[src/rtl/demux_pkg.sv]
// Shared constants and types for the 1-to-4 burst router.
package demux_pkg;

  localparam int NUM_LANES     = 4;
  localparam int SEL_W         = 2;
  localparam int BURST_MAX_DEF = 15;

  typedef enum logic {
    IDLE,
    BURST
  } state_t;

endpackage

[src/rtl/dec2to4.sv]
// 2-to-4 one-hot decoder; a is the select MSB.
module dec2to4 (
  input  logic       a,
  input  logic       b,
  output logic [3:0] y
);

  assign y = 4'b0001 << {a, b};

endmodule

[src/rtl/demux1x4_burst_router.sv]
// Burst-locked 1-to-4 stream demux with one output register stage,
// per-lane delivered-beat counters and a burst overrun pulse.
module demux1x4_burst_router
  import demux_pkg::*;
#(
  parameter int DW        = 8,
  parameter int BURST_MAX = BURST_MAX_DEF,
  parameter int CNT_W     = 8
) (
  input  logic                       clk,
  input  logic                       rst_n,
  input  logic                       in_valid,
  output logic                       in_ready,
  input  logic [DW-1:0]              in_data,
  input  logic [SEL_W-1:0]           in_sel,
  input  logic                       in_last,
  output logic [NUM_LANES-1:0]       out_valid,
  input  logic [NUM_LANES-1:0]       out_ready,
  output logic [DW-1:0]              out_data,
  output logic                       out_last,
  output logic                       burst_err,
  output logic [NUM_LANES*CNT_W-1:0] lane_cnt
);

  state_t              state_q;
  state_t              state_d;
  logic [SEL_W-1:0]    lane_q;
  logic [SEL_W-1:0]    route;
  logic [NUM_LANES-1:0] route_oh;
  logic [7:0]          beat_cnt;
  logic                ov;
  logic                drain;
  logic                accept;
  logic                first;
  logic                term;
  logic                force_t;
  logic [CNT_W-1:0]    cnt_q [NUM_LANES];

  // out_valid is one-hot, so masking it with out_ready selects cur_lane
  assign ov       = |out_valid;
  assign drain    = |(out_valid & out_ready);
  assign in_ready = !ov || drain;
  assign accept   = in_valid && in_ready;
  assign first    = (state_q == IDLE);
  assign route    = first ? in_sel : lane_q;

  dec2to4 u_dec (
    .a (route[1]),
    .b (route[0]),
    .y (route_oh)
  );

  always_comb begin
    state_d = state_q;
    term    = 1'b0;
    force_t = 1'b0;
    if (accept) begin
      if (first)
        term = in_last || (BURST_MAX == 1);
      else
        term = in_last ||
          (({1'b0, beat_cnt} + 9'd1) == 9'(BURST_MAX));
      force_t = term && !in_last;
      state_d = term ? IDLE : BURST;
    end
  end

  always_ff @(posedge clk or negedge rst_n) begin
    if (!rst_n) begin
      state_q  <= IDLE;
      lane_q   <= '0;
      beat_cnt <= '0;
    end else begin
      state_q <= state_d;
      if (accept) begin
        if (first) begin
          lane_q   <= in_sel;
          beat_cnt <= 8'd1;
        end else begin
          beat_cnt <= beat_cnt + 8'd1;
        end
      end
    end
  end

  always_ff @(posedge clk or negedge rst_n) begin
    if (!rst_n) begin
      out_valid <= '0;
      out_data  <= '0;
      out_last  <= 1'b0;
      burst_err <= 1'b0;
    end else begin
      burst_err <= force_t;
      if (accept) begin
        out_valid <= route_oh;
        out_data  <= in_data;
        out_last  <= in_last || force_t;
      end else if (drain) begin
        out_valid <= '0;
      end
    end
  end

  always_ff @(posedge clk or negedge rst_n) begin
    if (!rst_n) begin
      for (int k = 0; k < NUM_LANES; k++)
        cnt_q[k] <= '0;
    end else begin
      for (int k = 0; k < NUM_LANES; k++)
        if (out_valid[k] && out_ready[k] && cnt_q[k] != '1)
          cnt_q[k] <= cnt_q[k] + 1'b1;
    end
  end

  for (genvar g = 0; g < NUM_LANES; g++) begin : g_cnt
    assign lane_cnt[g*CNT_W +: CNT_W] = cnt_q[g];
  end

endmodule

[config.mk]
export PLATFORM = sky130hd
export DESIGN_NAME = demux1x4_burst_router
export DESIGN_NICKNAME = d
export VERILOG_FILES = /design/src/rtl/demux_pkg.sv /design/src/rtl/dec2to4.sv /design/src/rtl/demux1x4_burst_router.sv
export SDC_FILE = /design/constraint.sdc
export NUM_CORES = 1
export LEC_CHECK = 0
export BUFFER_PORTS_ARGS = -buffer_cell sky130_fd_sc_hd__buf_2
export CORE_UTILIZATION = 40
export CTS_CLUSTER_SIZE = 16
export DETAILED_ROUTE_END_ITERATION = 8
export GPL_ROUTABILITY_DRIVEN = 0
export REMOVE_ABC_BUFFERS = 1
export SKIP_CTS_REPAIR_TIMING = 1
export SYNTH_ARGS = -nofsm -noshare
export SYNTH_HDL_FRONTEND = slang
export SYNTH_SLANG_ARGS = --single-unit
[constraint.sdc]
create_clock -name clk -period 2.13 [get_ports clk]
set_input_delay 0.213 -clock clk [delete_from_list [all_inputs] [get_ports clk]]
set_output_delay 0.213 -clock clk [all_outputs]
set_load 0.01 [all_outputs]
==> results.txt, run 1 <==
----------------------------------------------------
[Outcome]
  Outcome ... finished, final reports clean

[Placed design]
  Cell area after placement ... 0.00314 mm²
  Half-perimeter wire length after detailed placement ... 3.87 mm
  Total of buffers placed on input and output ports ... 64

[Setup path]
  Worst Setup Start Kind ... register
  Max Fanout on Critical Path ... 6
  Critical Path End Type ... register
  CP max-delay cell ... sky130_fd_sc_hd__a41oi_1
  Worst path arrival time ... 2120 ps
  Reg-to-reg critical path endpoint ... lane_cnt[25]
  Launch instance of the worst register-to-register path ... lane_cnt[24]
  Startpoint of the worst setup timing path ... lane_cnt[24]
  Delay of the slowest cell on the worst path ... 500 ps
  Reg-to-reg setup timing slack ... 220 ps
  Timing endpoint of the critical path ... lane_cnt[25]
  Reg2reg path depth ... 4
  CP Cell Sequence ... ha_1 > and4_1 > a41oi_1 > mux2_2
  Crit path kind ... reg2reg
  Critical path required time ... 2340 ps

[Yosys]
  Fraction of the yosys area taken by sequential cells ... 53.4%
  Primary FF master, synth ... sky130_fd_sc_hd__dfrtp_1
  Synth cell types ... 46
  Number of enable flip-flop cells after synthesis ... 0
  Warnings, synthesis ... 0
  Share of flip-flops with an asynchronous set or reset ... 100%
  Synthesized area divided by synthesized cell count ... 10.6 µm²
  Number of synthesized register bits ... 57
  Cell area after synthesis ... 0.00267 mm²
  Post-synthesis cell count ... 252

[Drt]
  Wire length per cell after detailed routing ... 13.1 µm
  Via density per instance ... 5.19
  Routed vias ... 2,138
  Detailed router's first-iteration violation count ... 69
  Routed wire length ... 5.38 mm
  DR DRC count ... 0
  DRT Pass-1 Iters ... 4
  Number of nets still failing antenna checks after routing ... 0

[STA]
  Final slew viol count ... 0
  Slew at the pin closest to its max-slew limit ... 561 ps
  Worst slew margin ... 62.1%
  Hold violation total from the final report ... 0
  Number of endpoints failing setup at the final stage ... 0
  Fin crit period ... 1910 ps
  Maximum frequency from static timing analysis ... 524 MHz
  Unrepaired setup endpoints after global routing ... false
  Setup clock skew after layout ... 9.23 ps
  Share of the cycle needed by the critical path after routing ... 89.7%
  Fin Hold WS ... 65.8 ps

[Pwr]
  Psw ... 1.54 mW
  Share of total power in combinational logic ... 34.3%
  Relative contribution of sequential cells to total power ... 44.2%
  Switching fraction of total power ... 37.7%
  P per Cell Area ... 1230 mW/mm²
  Maximum vdd ir drop ... 0.687 mV
  Leakage component of the power ... 1.65 nW
  PnR Total Power ... 4.10 mW
  Clock power share ... 21.5%
  Internal Power ... 2.55 mW

[Floorplanning]
  Height of the die ... 83.7 µm
  Horizontal die dimension ... 83.7 µm
  Floorplan die area ... 0.00700 mm²
  Number of placement rows ... 29
  Starting density of the core ... 41.8%
  Area of the placeable core ... 0.00639 mm²
  Top Ports ... 65

[Clock network]
  CTS clk-pin slew, worst paths ... 70 ps
  Number of buffers inserted during clock tree synthesis ... 9
  Clock sink count ... 57
  Max H-tree Level ... 3
  Maximum number of buffers from clock root to sink ... 2
  Clock tree root buffer cell ... sky130_fd_sc_hd__clkbuf_8
  Clock latency on the worst-skew pair ... 320 ps
  Clock tree from TritonCTS ... done

[Finish]
  Layout overhead on the synthesized area ... 24.6%
  Commonest cells after routing, fill and taps aside ... sky130_fd_sc_hd__buf_2, sky130_fd_sc_hd__dfrtp_1, sky130_fd_sc_hd__nand2_1
  Antenna diode instance count ... 0
  Fin area ... 0.00333 mm²
  Fraction of final layout cells sized beyond drive strength 1 ... 28.7%
  Commonest non-fill, non-tap cell in the layout ... sky130_fd_sc_hd__buf_2
  Post-layout nets ... 354

[GRT]
  Initial antenna violation count ... 0
  First-pass GRT wire length ... 9.54 mm
  Maximum number of pins on one net before global-route repair ... 58
  Number of global-route vias before repair ... 2,133
  GR Util All Layers ... 17.0%
  Total congestion overflow after global routing ... 0

[Job]
  Maximum capacitance violations ... 0

[Min path]
  Hold/Removal Path Class ... in2reg

----------------------------------------------------
## critical path, delay by kind of cell (launching register included)
kind	cells	cell delay (ps)
compound gates	1	500
flops	1	430
mux	1	400
fa+ha+maj	1	260
simple gates	1	220
## worst min path at each step
stage	cells after the start	startpoint	slack, ps	endpoint
2_1_floorplan	0	rst_n	-80	beat_cnt[0]
3_3_place_gp	2	rst_n	240	lane_cnt[27]
3_5_place_dp	2	rst_n	240	lane_cnt[21]
4_1_cts	2	rst_n	-120	lane_cnt[21]
5_1_grt	2	in_last	60	burst_err
6_report	2	in_last	70	burst_err
## per-stage QoR
step	setup WS (ps)	instances	TNS, ps	utilization (%)
floorplan	-755	247	-13270	-
global placement	247	395	0	49.2
detailed placement	218	395	0	49.2
CTS	207	411	0	51.9
global route	108	412	0	52.1
finish	220	412	0	52.1
## area by class of cell
| class | instances | area, µm² |
|---|---|---|
| clock buffers | 13 | 159 |
| clock inverters | 3 | 15.0 |
| inverters | 5 | 18.8 |
| multi-input cells | 185 | 1210 |
| well taps | 77 | 96.3 |
| flip-flops and latches | 57 | 1430 |
| fillers | 596 | 3060 |
| repair buffers | 72 | 395 |
## power groups by stage
stage               clock (mW)  combinational, mW  sequential [mW]
global route             0.973               1.59             1.88
CTS                      0.923               1.43             1.81
detailed placement           0               1.43             1.82
floorplan                    0              0.720             1.90
global placement             0               1.41             1.82
finish                   0.880               1.41             1.81
## cells in the mapped netlist (2+ instances only)
library cell	n	share of area, %
sky130_fd_sc_hd__dfrtp_1	57	53
sky130_fd_sc_hd__nand2_1	55	7.7
sky130_fd_sc_hd__xnor2_1	16	5.3
sky130_fd_sc_hd__nand3_1	13	2.4
sky130_fd_sc_hd__nand4_1	9	2.1
sky130_fd_sc_hd__nor2_1	9	1.3
sky130_fd_sc_hd__xor2_1	9	3.0
sky130_fd_sc_hd__ha_1	6	2.8
sky130_fd_sc_hd__and4_1	5	1.6
sky130_fd_sc_hd__inv_1	5	0.70
sky130_fd_sc_hd__a22o_1	4	1.3
sky130_fd_sc_hd__and3_1	4	0.94
sky130_fd_sc_hd__mux2i_1	4	1.5
sky130_fd_sc_hd__nand2b_1	4	0.94
sky130_fd_sc_hd__nor3_1	4	0.75
sky130_fd_sc_hd__buf_2	3	0.56
sky130_fd_sc_hd__o211ai_1	3	0.84
sky130_fd_sc_hd__o21ai_0	3	0.56
sky130_fd_sc_hd__o21ai_1	3	0.56
sky130_fd_sc_hd__o31ai_1	3	0.84
sky130_fd_sc_hd__a21oi_1	2	0.38
sky130_fd_sc_hd__clkbuf_1	2	0.28
sky130_fd_sc_hd__mux2_1	2	0.84
sky130_fd_sc_hd__mux2_2	2	0.84
sky130_fd_sc_hd__nor4_1	2	0.47
sky130_fd_sc_hd__o21a_1	2	0.56
sky130_fd_sc_hd__or4_1	2	0.56
## sequential cells by signal, summed over array words and instances (netlist names)
| register | count |
|---|---|
| lane_q | 2 |
| state_q | 1 |
| beat_cnt | 8 |
| lane_cnt | 32 |
| burst_err | 1 |
| out_valid | 4 |
| out_data | 8 |
| out_last | 1 |
## per-layer routing
metal,track usage [%],vias to the layer above,part of all wire (%)
li1,-,1055,-
met1,21.7,1025,48
met2,27.1,52,46
met3,3.96,6,5.0
met4,8.47,0,1.2
met5,0,-,0
## cells by family after synthesis
group           after synthesis  synth area share [%]
mux                           9                  3.75
fa+ha+maj                     6                  2.81
buf+inv                      10                  1.55
xor+xnor                     25                  8.20
simple gates                112                  20.5
flops                        57                  53.4
compound gates               33                  9.75
Note: power is estimated with default switching activity, not from simulation.
==> inputs of run 2 (changes only) <==
--- a/config.mk
+++ b/config.mk
@@ -6,12 +6,14 @@
 export NUM_CORES = 1
 export LEC_CHECK = 0
 export BUFFER_PORTS_ARGS = -buffer_cell sky130_fd_sc_hd__buf_2
+export CORE_MARGIN = 2
 export CORE_UTILIZATION = 40
 export CTS_CLUSTER_SIZE = 16
 export DETAILED_ROUTE_END_ITERATION = 8
 export GPL_ROUTABILITY_DRIVEN = 0
 export REMOVE_ABC_BUFFERS = 1
 export SKIP_CTS_REPAIR_TIMING = 1
+export SKIP_LAST_GASP = 1
 export SYNTH_ARGS = -nofsm -noshare
 export SYNTH_HDL_FRONTEND = slang
 export SYNTH_SLANG_ARGS = --single-unit
==> constraint.sdc (replaced) <==
create_clock -name clk -period 2.3 [get_ports clk]
set_input_delay 0.23 -clock clk [delete_from_list [all_inputs] [get_ports clk]]
set_output_delay 0.23 -clock clk [all_outputs]
set_load 0.01 [all_outputs]
==> run 2 against run 1 <==
  * Via count is 0.33% lower
  * Clock-buffer cell count is 1 higher
  * First-iteration DRC count is 38% higher
  * Clock power is 11% higher
  * Global-route usage is 0.057 points lower
  * Routed wire length is 2.9% higher
  * Worst hold slack better by 5.6 ps
  * Highest routed layer unchanged
==> results.txt, run 2 (synthesis gave the netlist of run 1 again) <==
----------------------------------------------------
[Outcome]
  Outcome ... finished, final reports clean

[Setup path]
  Critical Path End Type ... output pin
  Critical path required time ... 2070 ps
  CP Cell Sequence ... nor4_1 > or3_1 > buf_2
  Reg-to-reg setup timing slack ... 380 ps
  CP max-delay cell ... sky130_fd_sc_hd__nor4_1
  Crit path kind ... reg2out
  Worst Setup Start Kind ... register
  Max Fanout on Critical Path ... 7
  Launch instance of the worst register-to-register path ... beat_cnt[1]
  Reg2reg path depth ... 5
  Worst path arrival time ... 1740 ps
  Reg-to-reg critical path endpoint ... state_q
  Delay of the slowest cell on the worst path ... 620 ps

[Clock network]
  Maximum number of buffers from clock root to sink ... 2
  Clock sink count ... 57
  CTS clk-pin slew, worst paths ... 60 ps
  Max H-tree Level ... 3
  Clock latency on the worst-skew pair ... 330 ps
  Number of buffers inserted during clock tree synthesis ... 9
  Clock tree root buffer cell ... sky130_fd_sc_hd__clkbuf_8
  Clock tree from TritonCTS ... done

[GRT]
  Total congestion overflow after global routing ... 0
  Maximum number of pins on one net before global-route repair ... 30
  Initial antenna violation count ... 0
  Number of global-route vias before repair ... 2,023
  GR Util All Layers ... 16.9%
  First-pass GRT wire length ... 9.78 mm

[STA]
  Hold violation total from the final report ... 0
  Worst slew margin ... 56.8%
  Unrepaired setup endpoints after global routing ... false
  Slew at the pin closest to its max-slew limit ... 642 ps
  Setup clock skew after layout ... 5.62 ps
  Maximum frequency from static timing analysis ... 508 MHz
  Fin crit period ... 1970 ps
  Final slew viol count ... 0
  Worst-case setup margin in the final layout ... 332 ps
  Share of the cycle needed by the critical path after routing ... 85.6%
  Number of endpoints failing setup at the final stage ... 0

[Finish]
  Number of flip-flops under the largest register name ... 32
  Layout overhead on the synthesized area ... 24.8%
  Antenna diode instance count ... 0
  Fraction of final layout cells sized beyond drive strength 1 ... 28.2%
  Commonest non-fill, non-tap cell in the layout ... sky130_fd_sc_hd__buf_2
  Final core utilization ... 52.2%
  Commonest cells after routing, fill and taps aside ... sky130_fd_sc_hd__buf_2, sky130_fd_sc_hd__dfrtp_1, sky130_fd_sc_hd__nand2_1
  Post-layout nets ... 352

[Placed design]
  Total of buffers placed on input and output ports ... 64
  Half-perimeter wire length after detailed placement ... 3.94 mm
  Worst slack after detailed placement ... 380 ps

[Min path]
  Sink of the worst hold path ... burst_err
  Hold path start ... in_last
  Hold Path Depth ... 2
  Hold/Removal Path Class ... in2reg

[Floorplanning]
  Floorplan die area ... 0.00734 mm²
  Top Ports ... 65
  Height of the die ... 85.7 µm
  Starting density of the core ... 41.8%
  Number of placement rows ... 29
  Horizontal die dimension ... 85.7 µm
  Area of the placeable core ... 0.00639 mm²

[Drt]
  Routed wire length ... 5.54 mm
  Detailed router's first-iteration violation count ... 95
  Via density per instance ... 5.20
  DRT Pass-1 Iters ... 4
  DR DRC count ... 0
  Routed vias ... 2,131
  Number of nets still failing antenna checks after routing ... 0
  Wire length per cell after detailed routing ... 13.5 µm

[Pwr]
  P per Cell Area ... 1180 mW/mm²
  Maximum vdd ir drop ... 0.535 mV
  PnR Total Power ... 3.93 mW
  Leakage component of the power ... 1.65 nW

[Job]
  Maximum capacitance violations ... 0

----------------------------------------------------
run 2: cell types whose count changed in the layout (fill, tap and decap cells not counted), sizes merged:
| cell | before | now |
|---|---|---|
| buf | 71 | 69 |
| bufinv | 0 | 1 |
| clkinv | 3 | 1 |
| clkbuf | 13 | 14 |
run 2: worst max-delay path: cells and delay by family (launching register included):
kind / cells / cell delay (ps)
buf+inv: 1 / 130
simple gates: 2 / 830
flops: 1 / 450
run 2: worst max path at each step:
stage / from / to / slack [ps]
after CTS: out_valid[0] / in_ready / 300
final: out_valid[0] / in_ready / 330
after floorplan: out_valid[0] / state_q / -580
after global routing: out_valid[0] / in_ready / 220
after detailed placement: beat_cnt[1] / state_q / 380
after global placement: lane_cnt[24] / lane_cnt[25] / 420
run 2: routing by layer:
| metal | share of wire, % | vias to the layer above | track usage (%) |
|---|---|---|---|
| li1 | - | 1054 | - |
| met1 | 50 | 1005 | 24.1 |
| met2 | 43 | 60 | 24.1 |
| met3 | 5.2 | 12 | 3.95 |
| met4 | 2.3 | 0 | 8.66 |
| met5 | 0 | - | 0 |
run 2: through the flow:
stage / TNS, ps / hold slack, ps / area [µm²] / instances
3_5_place_dp: 0 / 175 / 3110 / 393
4_1_cts: 0 / -184 / 3320 / 409
2_1_floorplan: -9700 / -65.6 / 2650 / 247
6_report: 0 / 71.4 / 3330 / 410
5_1_grt: 0 / 75.7 / 3330 / 410
3_3_place_gp: 0 / 174 / 3110 / 393
run 2: power breakdown:
group	internal [mW]	switching [mW]
combinational	0.568	0.704
clock	0.588	0.388
sequential	1.32	0.363
run 2: layout make-up:
class                   count  area [µm²]
clock inverters             2        35.0
well taps                  77        96.3
inverters                   5        18.8
fillers                   602        3050
repair buffers             70         368
multi-input cells         185        1210
flip-flops and latches     57        1430
clock buffers              14         173
==> inputs of run 3 (changes only) <==
--- a/config.mk
+++ b/config.mk
@@ -5,6 +5,7 @@
 export SDC_FILE = /design/constraint.sdc
 export NUM_CORES = 1
 export LEC_CHECK = 0
+export ABC_AREA = 1
 export BUFFER_PORTS_ARGS = -buffer_cell sky130_fd_sc_hd__buf_2
 export CORE_MARGIN = 2
 export CORE_UTILIZATION = 40
@@ -14,6 +15,7 @@
 export REMOVE_ABC_BUFFERS = 1
 export SKIP_CTS_REPAIR_TIMING = 1
 export SKIP_LAST_GASP = 1
+export SLEW_MARGIN = 40
 export SYNTH_ARGS = -nofsm -noshare
 export SYNTH_HDL_FRONTEND = slang
 export SYNTH_SLANG_ARGS = --single-unit
==> run 3 against run 2 <==
  * Sequential power is 4% lower
  * Die area increased by 7.7%
  * Largest cell class unchanged
  * Clock power decreased by 7.9%
  * Cell area grew 4.2%
  * Worst hold slack got worse by 31 ps
  * Total power is 2.2% higher
==> results.txt, run 3 <==
----------------------------------------------------
[Outcome]
  Outcome ... finished, final reports clean

[Yosys]
  Top cell type by total area after synthesis ... sky130_fd_sc_hd__dfrtp_1
  Share of flip-flops with an asynchronous set or reset ... 100%
  Cells taking the most area after synthesis ... sky130_fd_sc_hd__dfrtp_1, sky130_fd_sc_hd__nand2_1, sky130_fd_sc_hd__inv_1
  Most repeated cell in the gate-level netlist after synthesis ... sky130_fd_sc_hd__nand2_1
  Cell area after synthesis ... 0.00289 mm²
  Portion of synthesized cell area occupied by the leading cell type ... 49.4%
  Fraction of the yosys area taken by sequential cells ... 49.4%
  Post-synth top cells ... sky130_fd_sc_hd__nand2_1, sky130_fd_sc_hd__dfrtp_1, sky130_fd_sc_hd__inv_1
  Post-synthesis cell count ... 338
  Primary FF master, synth ... sky130_fd_sc_hd__dfrtp_1
  Warnings, synthesis ... 0
  Synth cell types ... 30
  Number of synthesized register bits ... 57
  Synthesized area divided by synthesized cell count ... 8.54 µm²
  Number of enable flip-flop cells after synthesis ... 0

[Drt]
  DR DRC count ... 0
  Number of nets still failing antenna checks after routing ... 0
  Routed wire length ... 5.74 mm
  DRT Pass-1 Iters ... 4
  Via density per instance ... 4.49
  Detailed router's first-iteration violation count ... 107
  Routed vias ... 2,300
  Wire length per cell after detailed routing ... 11.2 µm

[GRT]
  Global-route met2 utilization ... 23.6%
  Met3 layer usage reported by global route ... 6.19%
  Number of global-route vias before repair ... 2,147
  Maximum number of pins on one net before global-route repair ... 58
  GR Util All Layers ... 15.9%
  Total congestion overflow after global routing ... 0
  Layer carrying the most global-route usage ... met2
  First-pass GRT wire length ... 9.57 mm
  Initial antenna violation count ... 0
  Global Route met1 Usage ... 21.4%

[Floorplanning]
  Floorplan die area ... 0.00791 mm²
  Starting density of the core ... 42.0%
  Top Ports ... 65
  Horizontal die dimension ... 88.9 µm
  Area of the placeable core ... 0.00687 mm²
  Number of placement rows ... 30
  Height of the die ... 88.9 µm

[Finish]
  Fillers ... 698
  Post-layout nets ... 435
  Antenna diode instance count ... 0
  Commonest non-fill, non-tap cell in the layout ... sky130_fd_sc_hd__nand2_1
  Storage element area ... 0.00143 mm²
  Fin area ... 0.00347 mm²
  Fraction of final layout cells sized beyond drive strength 1 ... 24.0%
  Layout overhead on the synthesized area ... 20.3%
  Commonest cells after routing, fill and taps aside ... sky130_fd_sc_hd__nand2_1, sky130_fd_sc_hd__buf_2, sky130_fd_sc_hd__dfrtp_1
  Multi-input logic area ... 0.00125 mm²
  Number of flip-flops under the largest register name ... 32
  Cell Count, Final, Fillers Out ... 512

[Clock network]
  Clock latency on the worst-skew pair ... 330 ps
  CTS clk-pin slew, worst paths ... 60 ps
  Clock tree root buffer cell ... sky130_fd_sc_hd__clkbuf_8
  Clock sink count ... 57
  Max H-tree Level ... 3
  Maximum number of buffers from clock root to sink ... 2
  Number of buffers inserted during clock tree synthesis ... 9
  Clock tree from TritonCTS ... done

[Placed design]
  Cell area after placement ... 0.00328 mm²
  Half-perimeter wire length after detailed placement ... 4.10 mm
  Total of buffers placed on input and output ports ... 64
  Placed cells ... 496

[STA]
  Slew at the pin closest to its max-slew limit ... 727 ps
  Setup clock skew after layout ... 10.4 ps
  Fin crit period ... 1600 ps
  Maximum frequency from static timing analysis ... 626 MHz
  Hold violation total from the final report ... 0
  Share of the cycle needed by the critical path after routing ... 69.5%
  Final total negative setup slack ... 0 ps
  Unrepaired setup endpoints after global routing ... false
  Final slew viol count ... 0
  Fin Hold WS ... 39.9 ps
  Worst slew margin ... 51.5%
  Number of endpoints failing setup at the final stage ... 0

[Setup path]
  Max Fanout on Critical Path ... 21
  Critical path required time ... 2510 ps
  Cell family with the largest share of critical-path delay ... simple AND/OR/NAND/NOR gates
  Worst Setup Start Kind ... register
  Delay of the slowest cell on the worst path ... 400 ps
  Worst path arrival time ... 1810 ps
  Total buffers and inverters traversed by the critical path ... 1
  Crit path kind ... reg2reg
  CP max-delay cell ... sky130_fd_sc_hd__dfrtp_1
  Reg-to-reg setup timing slack ... 700 ps
  CP Cell Sequence ... nand2_2 > nand2_1 > nor3_4 > nand2_2 > nand2_4 > inv_2 > nand2_1 > o21ai_0
  Critical Path End Type ... register

[Pwr]
  Leakage component of the power ... 1.83 nW
  P per Cell Area ... 1160 mW/mm²
  Maximum vdd ir drop ... 0.712 mV

[Job]
  Maximum capacitance violations ... 0

[Min path]
  Hold/Removal Path Class ... in2async

----------------------------------------------------
[run 3: changes by cell type after synthesis, moves of 6 or more]
| cell | delta |
|---|---|
| sky130_fd_sc_hd__nand2_2 | +6 |
| sky130_fd_sc_hd__xor2_1 | +6 |
| sky130_fd_sc_hd__o21ai_0 | +9 |
| sky130_fd_sc_hd__nand2_1 | +58 |
| sky130_fd_sc_hd__inv_1 | +31 |
| sky130_fd_sc_hd__nor2_1 | +11 |
[run 3: logic make-up (layout without fill, tap and decap cells)]
kind of cell | after synthesis | count (layout) | share of synthesized area (%)
buffers and inverters | 44 | 122 | 7.11
adder cells (fa/ha/maj) | 6 | 6 | 2.60
AND/OR/NAND/NOR | 180 | 180 | 27.6
AO/OA/AOI/OAI | 24 | 24 | 4.99
XOR/XNOR | 26 | 26 | 7.89
multiplexers | 1 | 1 | 0.390
flip-flops | 57 | 57 | 49.4
[run 3: worst reg2reg max path, cell delays in order, from the launching register on]
cell                      delay [ps]
sky130_fd_sc_hd__dfrtp_1         400
sky130_fd_sc_hd__nand2_2         100
sky130_fd_sc_hd__nand2_1         100
sky130_fd_sc_hd__nor3_4          160
sky130_fd_sc_hd__nand2_2         100
sky130_fd_sc_hd__nand2_4         220
sky130_fd_sc_hd__inv_2           220
sky130_fd_sc_hd__nand2_1         120
sky130_fd_sc_hd__o21ai_0          80
[run 3: metrics by stage]
step | utilization, % | setup WS (ps) | total power, mW
after CTS | 50.5 | 670 | 4.09
final | 50.5 | 702 | 4.02
after floorplan | - | 840 | 2.60
after global placement | 47.8 | 755 | 3.13
after detailed placement | 47.8 | 676 | 3.16
after global routing | 50.5 | 505 | 4.38
[run 3: path summary, 6_finish.rpt]
path / startpoint / endpoint / depth (start not counted)
max: out_valid[2] / beat_cnt[1] / 8
min: rst_n / lane_cnt[18] / 2
max reg2reg: out_valid[2] / beat_cnt[1] / 8
min reg2reg: out_data[5] / out_data[5] / 2
max in group asynchronous: rst_n / lane_cnt[14] / 2
min in group clk: in_data[3] / out_data[3] / 3
[run 3: layout make-up]
type	count	share of cell area, %
well taps	96	3.46
multi-input cells	237	36.1
clock inverters	3	1.15
clock buffers	13	4.29
repair buffers	65	9.44
inverters	41	4.43
flip-flops and latches	57	41.1
[run 3: metal layers]
metal | vias to the layer above | routed length [µm]
li1 | 1204 | -
met1 | 1032 | 2780
met2 | 57 | 2490
met3 | 7 | 391
met4 | 0 | 74
met5 | - | 0
[run 3: power by group]
part	total (mW)	switching, mW	internal (mW)	leakage, nW
clock network	0.900	0.372	0.527	0.0974
registers	1.62	0.290	1.33	0.733
logic	1.51	0.927	0.580	0.998
